$ cat src/rtl/prio_scan_pkg.sv
// rtl/prio_scan_pkg.sv - mode encodings and active-low hex glyph table for prio_enc_scan
package prio_scan_pkg;

    localparam logic [1:0] MODE_HI     = 2'b00;
    localparam logic [1:0] MODE_LO     = 2'b01;
    localparam logic [1:0] MODE_STICKY = 2'b10;

    // Entry n is the glyph for hex digit n; bits 7..1 = a..g, bit 0 = dp, 0 lights a segment.
    localparam logic [15:0][7:0] GLYPH_TABLE = {
        8'h71, 8'h61, 8'h85, 8'h63, 8'hC1, 8'h11, 8'h09, 8'h01,
        8'h1F, 8'h41, 8'h49, 8'h99, 8'h0D, 8'h25, 8'h9F, 8'h03
    };

endpackage

$ cat src/rtl/hex7seg.sv
// rtl/hex7seg.sv - combinational nibble to active-low 7-segment glyph
module hex7seg
    import prio_scan_pkg::*;
(
    input  logic [3:0] nibble_i,
    output logic [7:0] seg_o
);

    assign seg_o = GLYPH_TABLE[nibble_i];

endmodule

$ cat src/rtl/prio_enc_scan.sv
// rtl/prio_enc_scan.sv - debounced priority encoder with sticky-max mode and multiplexed hex display
module prio_enc_scan
    import prio_scan_pkg::*;
#(
    parameter int WIDTH    = 8,
    parameter int IDX_W    = $clog2(WIDTH),
    parameter int DEBOUNCE = 4,
    parameter int SCAN_DIV = 1024,
    parameter int DIGITS   = 2
) (
    input  logic              clk,
    input  logic              resetn,
    input  logic [WIDTH-1:0]  in,
    input  logic [1:0]        mode,
    input  logic              clr,
    output logic              indicator,
    output logic [IDX_W-1:0]  out,
    output logic              upd,
    output logic [7:0]        seg,
    output logic [DIGITS-1:0] an
);

    localparam int CNT_W = $clog2(DEBOUNCE + 1);
    localparam int DIV_W = (SCAN_DIV > 1) ? $clog2(SCAN_DIV) : 1;
    localparam int DIG_W = (DIGITS > 1) ? $clog2(DIGITS) : 1;
    localparam int NIB_W = 4 * DIGITS;

    logic [WIDTH-1:0]  sync1_q, sync2_q;
    logic [WIDTH-1:0]  cand_q, cand_d;
    logic [CNT_W-1:0]  cnt_q, cnt_d;
    logic [WIDTH-1:0]  s_q, s_d;
    logic [IDX_W-1:0]  out_q, out_d;
    logic              ind_q, ind_d;
    logic              upd_q, upd_d;
    logic              sticky_q, sticky_d;
    logic [DIV_W-1:0]  div_q, div_d;
    logic [DIG_W-1:0]  digit_q, digit_d;
    logic [7:0]        seg_q, seg_d;
    logic [DIGITS-1:0] an_q, an_d;

    logic [IDX_W-1:0]  hi_idx, lo_idx;
    logic              hi_any;
    logic [NIB_W-1:0]  out_ext;
    logic [3:0]        nibble;
    logic [7:0]        glyph;

    // The candidate load counts as the first equal sample, so acceptance
    // happens on the sample that brings the run length up to DEBOUNCE.
    always_comb begin
        cand_d = cand_q;
        cnt_d  = cnt_q;
        s_d    = s_q;
        if (sync2_q != cand_q) begin
            cand_d = sync2_q;
            cnt_d  = '0;
            if (DEBOUNCE == 1) begin
                s_d = sync2_q;
            end
        end else begin
            if (int'(cnt_q) < DEBOUNCE) begin
                cnt_d = cnt_q + CNT_W'(1);
            end
            if (int'(cnt_q) + 2 >= DEBOUNCE) begin
                s_d = cand_q;
            end
        end
    end

    always_comb begin
        hi_idx = '0;
        lo_idx = '0;
        hi_any = |s_q;
        for (int i = 0; i < WIDTH; i++) begin
            if (s_q[i]) hi_idx = IDX_W'(i);
        end
        for (int i = WIDTH - 1; i >= 0; i--) begin
            if (s_q[i]) lo_idx = IDX_W'(i);
        end
    end

    // Sticky mode keeps its running maximum in out_q/ind_q directly.
    always_comb begin
        out_d    = out_q;
        ind_d    = ind_q;
        sticky_d = (mode == MODE_STICKY);
        case (mode)
            MODE_STICKY: begin
                if (clr) begin
                    out_d = '0;
                    ind_d = 1'b0;
                end else if (!sticky_q) begin
                    out_d = hi_idx;
                    ind_d = hi_any;
                end else if (hi_any && (!ind_q || hi_idx > out_q)) begin
                    out_d = hi_idx;
                    ind_d = 1'b1;
                end
            end
            MODE_LO: begin
                out_d = lo_idx;
                ind_d = hi_any;
            end
            default: begin
                out_d = hi_idx;
                ind_d = hi_any;
            end
        endcase
        upd_d = (out_d != out_q) || (ind_d != ind_q);
    end

    // Glyph and anode both derive from digit_d so they always land on the same edge.
    always_comb begin
        digit_d = digit_q;
        if (div_q == DIV_W'(SCAN_DIV - 1)) begin
            div_d = '0;
            if (digit_q == DIG_W'(DIGITS - 1)) begin
                digit_d = '0;
            end else begin
                digit_d = digit_q + DIG_W'(1);
            end
        end else begin
            div_d = div_q + DIV_W'(1);
        end
        out_ext = NIB_W'(out_q);
        nibble  = out_ext[4*digit_d +: 4];
        seg_d   = ind_q ? glyph : 8'hFF;
        an_d    = ~(DIGITS'(1) << digit_d);
    end

    hex7seg u_hex7seg (
        .nibble_i (nibble),
        .seg_o    (glyph)
    );

    always_ff @(posedge clk or negedge resetn) begin
        if (!resetn) begin
            sync1_q  <= '0;
            sync2_q  <= '0;
            cand_q   <= '0;
            cnt_q    <= '0;
            s_q      <= '0;
            out_q    <= '0;
            ind_q    <= 1'b0;
            upd_q    <= 1'b0;
            sticky_q <= 1'b0;
            div_q    <= '0;
            digit_q  <= '0;
            seg_q    <= 8'hFF;
            an_q     <= ~DIGITS'(1);
        end else begin
            sync1_q  <= in;
            sync2_q  <= sync1_q;
            cand_q   <= cand_d;
            cnt_q    <= cnt_d;
            s_q      <= s_d;
            out_q    <= out_d;
            ind_q    <= ind_d;
            upd_q    <= upd_d;
            sticky_q <= sticky_d;
            div_q    <= div_d;
            digit_q  <= digit_d;
            seg_q    <= seg_d;
            an_q     <= an_d;
        end
    end

    assign indicator = ind_q;
    assign out       = out_q;
    assign upd       = upd_q;
    assign seg       = seg_q;
    assign an        = an_q;

endmodule

$ cat config.mk
export PLATFORM = sky130hd
export DESIGN_NAME = prio_enc_scan
export DESIGN_NICKNAME = d
export VERILOG_FILES = /design/src/rtl/prio_scan_pkg.sv /design/src/rtl/hex7seg.sv /design/src/rtl/prio_enc_scan.sv
export SDC_FILE = /design/constraint.sdc
export NUM_CORES = 1
export LEC_CHECK = 0
export ABC_AREA = 1
export CAP_MARGIN = 20
export CORE_MARGIN = 4
export CORE_UTILIZATION = 55
export CTS_BUF_LIST = sky130_fd_sc_hd__clkbuf_2
export DETAILED_ROUTE_END_ITERATION = 12
export PLACE_DENSITY = 0.77
export SLEW_MARGIN = 30
export SYNTH_ARGS = -nofsm -noshare
export SYNTH_HDL_FRONTEND = slang
export SYNTH_HIERARCHICAL = 1
export SYNTH_SLANG_ARGS = --single-unit
$ cat constraint.sdc
create_clock -name clk -period 2.57 [get_ports clk]
set_input_delay 0.514 -clock clk [delete_from_list [all_inputs] [get_ports clk]]
set_output_delay 0.514 -clock clk [all_outputs]
set_load 0.02 [all_outputs]
==> flow_summary.yaml, run 1 <==
global_routing:
  globalRouteOverflowTotal: 0
  antenna_found_initial: 0
  grt_pass1_vias: 2046
  maximum_number_of_pins_on_one_net_before_global_route_repair: 62
  grt_util_all_layers: 0.164
  grt_first_pass_wirelength_microns: 8240
clock_network:
  cts_max_path_buffers: 2
  worstSkewPairLatency_ns: 0.46
  clock-root-buffer: "sky130_fd_sc_hd__clkbuf_2"
  clkSinkCount: 61
  clkTransAtPathRegs_ns: 0.16
  clock_tree_from_tritoncts: "built"
  cts-buffers-inserted: 9
  ctsHtreeMaxLevel: 3
logic_synthesis:
  synth_common_cells: "sky130_fd_sc_hd__nand2_1, sky130_fd_sc_hd__dfrtp_1, sky130_fd_sc_hd__inv_1, sky130_fd_sc_hd__nor2_1, sky130_fd_sc_hd__nand3_1"
  synth_ff_type: "sky130_fd_sc_hd__dfrtp_1"
  synth_edf_count: 0
  most_common_cell_in_the_synthesized_netlist: "sky130_fd_sc_hd__nand2_1"
  netlist.area_leader.share: 0.440
  cell_area_after_synthesis_sq_um: 2950
  synth_area_per_cell_sq_um: 8.71
  biggest_area_contributors_in_the_synthesized_netlist: "sky130_fd_sc_hd__dfrtp_1, sky130_fd_sc_hd__nand2_1, sky130_fd_sc_hd__dfstp_2"
  post_synth_num_cell_types: 29
  synth-seq-cells: 61
  post_synth_inst_count: 339
  ys_async_sr_fraction: 1.00
  synth-warning-count: 6
  post-synth-top-area-cell: "sky130_fd_sc_hd__dfrtp_1"
  mappedNetlistNets: 366
  yosysSeqAreaShare: 0.521
status:
  run_status: "finished, final reports clean"
floorplan:
  die_outline_area_sq_um: 6610
  start_util: 0.571
  chipWidth_microns: 81.3
  die_height_microns: 81.3
  fp.coreArea_sq_um: 5170
  floorplan.rows: 26
  top_level_ports: 28
job:
  maxCapViolations: 0
placed_design:
  placement_setup_slack_ns: 0.236
  place.port_buffers: 27
  finalWeightedCongestion: 0.893
  final_hpwl_from_detailed_placement_microns: 3390
final_layout:
  flow.area_growth_from_synthesis_pct: 15.4
  fin_nets: 398
  share_of_layout_cells_above_drive_strength_1: 0.190
  diodes: 0
  fillers: 421
sta:
  setup_violations: 0
  post-route-period-util: 0.932
  maxSlewViolCount: 0
  totalNegativeSetupSlack_ns: 0
  timing.final.hold_violations: 0
  timing.final.crit_period_ns: 2.40
  achievable-frequency_mhz: 417
  postLayoutSetupSlackWorst_ns: 0.174
  fin_skew_ns: 0.0243
worst_hold_path:
  worstHoldPathType: "register to register"
  holdCritStartpoint: "sync1_q[2]"
route:
  drt_drc_violations_left: 0
  drt-pass1-iter-count: 5
  via_per_inst: 4.74
  detail-route-antenna-nets: 0
  first_iter_violations: 99
  routedWlPerCell_microns: 10.6
  routed-via-count: 2104
  routed_wirelength_microns: 4700
setup_path:
  worst_path_arrival_ns: 2.80
  setup.worst_path.end_class: "register"
  worstPathMaxFanout: 4
  timing_worst_setup_path_type: "register to register"
  element_type_at_the_critical_path_start: "register"
  rr_startpoint: "div_q[0]"
  cp-startpoint: "div_q[0]"
  required_time_at_the_endpoint_of_the_critical_path_ns: 2.98
power_and_ir_drop:
  powerDensity_nw_per_um2: 471
  power.static_leakage_nw: 1.73
  vdd_drop_max_uv: 375
  finalPower_w: 0.00160
[layout make-up]
cell class              instances  area (sq um)  share of cell area
multi-input cells             206          1130               0.333
clock buffers                  10          50.0              0.0147
repair buffers                 35           340              0.0999
clock inverters                 4          41.3              0.0121
flip-flops and latches         61          1540               0.451
inverters                      58           218              0.0639
well taps                      70          87.6              0.0257
[placed cells by master (no fill, tap or decap), types with 2 or more instances in the layout]
master and instances:
sky130_fd_sc_hd__nand2_1 91, sky130_fd_sc_hd__dfrtp_1 52, sky130_fd_sc_hd__inv_1 50, sky130_fd_sc_hd__clkdlybuf4s50_1 26, sky130_fd_sc_hd__nor2_1 18, sky130_fd_sc_hd__nand3_1 18, sky130_fd_sc_hd__ha_1 14, sky130_fd_sc_hd__clkbuf_2 10
sky130_fd_sc_hd__o21ai_2 9, sky130_fd_sc_hd__dfstp_2 9, sky130_fd_sc_hd__nand2_2 8, sky130_fd_sc_hd__or2_2 8, sky130_fd_sc_hd__inv_2 8, sky130_fd_sc_hd__nor2_2 6, sky130_fd_sc_hd__o21ai_0 6, sky130_fd_sc_hd__buf_4 6
sky130_fd_sc_hd__nand4_1 5, sky130_fd_sc_hd__xor2_1 5, sky130_fd_sc_hd__a21oi_1 3, sky130_fd_sc_hd__xnor2_1 3, sky130_fd_sc_hd__clkinv_1 3, sky130_fd_sc_hd__nand3_2 2, sky130_fd_sc_hd__o21ai_1 2, sky130_fd_sc_hd__or2_1 2
sky130_fd_sc_hd__conb_1 2
[what timing repair did]
action / 4_1_cts / 5_1_grt
endpoints found under the setup margin: 0 / 4
setup buffers: 0 / 3
hold endpoints to repair: 1 / 0
gates resized for setup: 0 / 6
hold buffers: 1 / 0
[critical path: stages, from the launching register on]
cell	delay [ns]
sky130_fd_sc_hd__dfrtp_1	0.39
sky130_fd_sc_hd__ha_1	0.21
sky130_fd_sc_hd__nand3_2	0.11
sky130_fd_sc_hd__nor2_2	0.15
sky130_fd_sc_hd__nand3_2	0.14
sky130_fd_sc_hd__nor3_4	0.24
sky130_fd_sc_hd__or2_2	0.15
sky130_fd_sc_hd__nand2_1	0.08
sky130_fd_sc_hd__inv_2	0.11
sky130_fd_sc_hd__nor2_2	0.06
sky130_fd_sc_hd__buf_4	0.15
sky130_fd_sc_hd__ha_1	0.19
sky130_fd_sc_hd__inv_1	0.09
sky130_fd_sc_hd__nand2_1	0.08
sky130_fd_sc_hd__nand3_1	0.08
sky130_fd_sc_hd__nand2_1	0.05
sky130_fd_sc_hd__inv_1	0.04
sky130_fd_sc_hd__nand2_1	0.04
[worst paths after layout]
| path | depth (start not counted) | slack, ns | to |
|---|---|---|---|
| setup / recovery | 17 | 0.17 | seg[4] |
| hold / removal | 0 | 0.37 | sync2_q[2] |
| setup reg to reg | 17 | 0.17 | seg[4] |
| hold reg to reg | 0 | 0.37 | sync2_q[2] |
| max in group asynchronous | 3 | 1.70 | seg[2] |
| min in group asynchronous | 3 | 0.56 | div_q[6] |
[routing by layer]
layer	part of all wire	vias to the layer above	global-route usage
met2	0.52	39	0.283
met3	0.038	13	0.0377
met4	0.027	0	0.0997
met5	0	-	0
met1	0.41	969	0.183
li1	-	1083	-
[sequential cells by signal, indices dropped and copies added (netlist names)]
name       cells
div_q         10
upd            1
out            3
cand_q         8
indicator      1
s_q            8
sticky_q       1
sync2_q        8
cnt_q          3
an             2
seg            8
sync1_q        8
[power by group]
part	internal (W)	leakage (nW)	switching, W	total [W]
clock	0.000210	0.0604	0.000314	0.000524
combinational	0.0000372	0.921	0.0000520	0.0000891
sequential	0.000982	0.750	0.00000973	0.000991
total	0.00123	1.73	0.000376	0.00160
[per-stage QoR]
stage	std cells	hold WS [ns]	util	instance area (sq um)
final	444	0.367	0.659	3410
after global routing	444	0.381	0.659	3410
after CTS	441	0.369	0.652	3370
after detailed placement	426	0.336	0.633	3270
after global placement	426	0.332	0.633	3270
after floorplan	339	0.218	-	2950
[cell families (layout without fill, tap and decap cells)]
group / Yosys count / after routing / synth area share
flops: 61 / 61 / 0.521
compound gates: 20 / 20 / 0.0453
xor+xnor: 8 / 8 / 0.0237
simple gates: 161 / 161 / 0.245
mux: 1 / 1 / 0.00339
buf+inv: 72 / 107 / 0.100
fa+ha+maj: 14 / 14 / 0.0593
other cells: 2 / 2 / 0.00254
Note: power is estimated with default switching activity, not from simulation.
==> run 2, diff against run 1 <==
--- a/config.mk
+++ b/config.mk
@@ -11,6 +11,7 @@
 export CORE_UTILIZATION = 55
 export CTS_BUF_LIST = sky130_fd_sc_hd__clkbuf_2
 export DETAILED_ROUTE_END_ITERATION = 12
+export MAX_ROUTING_LAYER = met4
 export PLACE_DENSITY = 0.77
 export SLEW_MARGIN = 30
 export SYNTH_ARGS = -nofsm -noshare
==> run 2 against run 1 <==
Compared with the run above:
- global-route usage grew 0.48 points
- sequential share of layout area is the same
- worst setup slack gained 0.0031 ns
- first-iteration DRC count is the same
- total power is essentially flat
- fmax grew 0.13%
- die area is the same
- design area is the same
- critical path depth is the same
- combinational power is essentially flat
- critical endpoint is now seg[2]
- largest cell class unchanged
==> flow_summary.yaml, run 2 (synthesized netlist as in run 1, its figures left out) <==
setup_path:
  reg2reg_setup_slack_ns: 0.18
  crit_top_cell: "sky130_fd_sc_hd__nand2_1"
  timing_worst_setup_path_type: "register to register"
  regToRegEndpoint: "seg[2]"
  setup.worst_path.end_class: "register"
  slowest_delay_ns: 0.39
  worstPathMaxFanout: 4
  worst_r2r_path_depth: 17
  rr_startpoint: "div_q[0]"
  worst_path_arrival_ns: 2.80
  cpMaxStageDelayCell: "sky130_fd_sc_hd__dfrtp_1"
  cp-startpoint: "div_q[0]"
  critical_path.cell_chain: "ha_1 -> nand3_2 -> nor2_2 -> nand3_2 -> nor3_4 -> or2_2 -> nand2_1 -> inv_2 -> nor2_2 -> buf_4 -> ha_1 -> nand2_2 -> o21ai_1 -> nand2_1 -> nand2_1 -> inv_1 -> nand2_1"
  required_time_at_the_endpoint_of_the_critical_path_ns: 2.98
  element_type_at_the_critical_path_start: "register"
floorplan:
  die_height_microns: 81.3
  fp.coreArea_sq_um: 5170
  die_outline_area_sq_um: 6610
  start_util: 0.571
  chipWidth_microns: 81.3
  top_level_ports: 28
  floorplan.rows: 26
final_layout:
  flow.area_growth_from_synthesis_pct: 15.4
  mostFrequentLayoutCell: "sky130_fd_sc_hd__nand2_1"
  number_of_flip_flops_in_the_largest_register: 10
  max_flop_register: "div_q"
  most-common-layout-cells: "sky130_fd_sc_hd__nand2_1, sky130_fd_sc_hd__dfrtp_1, sky130_fd_sc_hd__inv_1, sky130_fd_sc_hd__clkdlybuf4s50_1"
  post-route-util: 0.659
  diodes: 0
  share_of_layout_cells_above_drive_strength_1: 0.190
  fin_nets: 398
worst_hold_path:
  holdCritStartpoint: "sync1_q[2]"
  hold-path-cell-count: 0
  hold_end: "sync2_q[2]"
  worstHoldPathType: "register to register"
route:
  routed_wirelength_microns: 4710
  routedWlPerCell_microns: 10.6
  drt_drc_violations_left: 0
  first_iter_violations: 99
  via_per_inst: 4.76
  routed-via-count: 2114
  drt-pass1-iter-count: 5
  detail-route-antenna-nets: 0
placed_design:
  final_hpwl_from_detailed_placement_microns: 3390
  placement_setup_slack_ns: 0.236
  finalWeightedCongestion: 0.909
  place.port_buffers: 27
sta:
  achievable-frequency_mhz: 418
  setup_violations: 0
  postLayoutSetupSlackWorst_ns: 0.177
  fin_worst_hold_slack_ns: 0.367
  post-route-period-util: 0.931
  maxSlewViolCount: 0
  fin_skew_ns: 0.0248
  timing.final.crit_period_ns: 2.39
  timing.final.hold_violations: 0
clock_network:
  cts-buffers-inserted: 9
  clock_tree_from_tritoncts: "built"
  worstSkewPairLatency_ns: 0.46
  cts_max_path_buffers: 2
  clkTransAtPathRegs_ns: 0.16
  clock-root-buffer: "sky130_fd_sc_hd__clkbuf_2"
  ctsHtreeMaxLevel: 3
  clkSinkCount: 61
power_and_ir_drop:
  power.static_leakage_nw: 1.73
  powerDensity_nw_per_um2: 471
  finalPower_w: 0.00161
  vdd_drop_max_uv: 375
job:
  maxCapViolations: 0
global_routing:
  globalRouteOverflowTotal: 0
  grt_util_all_layers: 0.169
  grt_first_pass_wirelength_microns: 8230
  maximum_number_of_pins_on_one_net_before_global_route_repair: 62
  grt_pass1_vias: 2047
  antenna_found_initial: 0
status:
  run_status: "finished, final reports clean"
-- run 2: cell counts in the layout (fill, tap and decap cells not counted) --
Identical to the previous run, type by type.
-- run 2: worst max path at each step --
stage	endpoint	slack, ns	cells after the start
after detailed placement	seg[4]	0.24	16
after floorplan	seg[4]	0.27	16
final	seg[2]	0.18	17
after CTS	seg[4]	0.22	16
after global routing	seg[2]	-0.07	17
after global placement	seg[4]	0.35	17
-- run 2: what timing repair did --
item	in CTS	in global routing
hold endpoints to repair	1	0
buffers inserted	0	3
setup endpoints to repair	0	4
resized for setup	0	6
hold buffers	1	0
-- run 2: area by class of cell --
cell class / count / area, sq um
inverters: 58 / 218
repair buffers: 35 / 340
clock buffers: 10 / 50.0
well taps: 70 / 87.6
clock inverters: 4 / 41.3
fillers: 421 / 1760
flip-flops and latches: 61 / 1540
multi-input cells: 206 / 1130
-- run 2: metrics by stage --
step,cell area [sq um],TNS (ns),std cells
2_1_floorplan,2950,0,339
5_1_grt,3410,-0.237,444
4_1_cts,3370,0,441
3_3_place_gp,3270,0,426
3_5_place_dp,3270,0,426
6_report,3410,0,444
-- run 2: report_power, final --
group          switching, W  internal (W)
logic             0.0000520     0.0000372
registers        0.00000972      0.000982
clock network      0.000315      0.000210
-- run 2: critical path: cells and delay by family (launching register included) --
kind,cells,cell delay (ns)
and+or+nand+nor,11,1.17
DFF,1,0.39
AOI/OAI and AO/OA,1,0.07
buffers and inverters,3,0.30
adders and majority gates,2,0.43
-- run 2: metal layers --
layer,track usage,routed length (microns),up-vias
met5,-,0,-
met4,0.0997,133,0
met3,0.0377,180,15
met2,0.283,2470,40
met1,0.183,1930,976
li1,-,-,1083
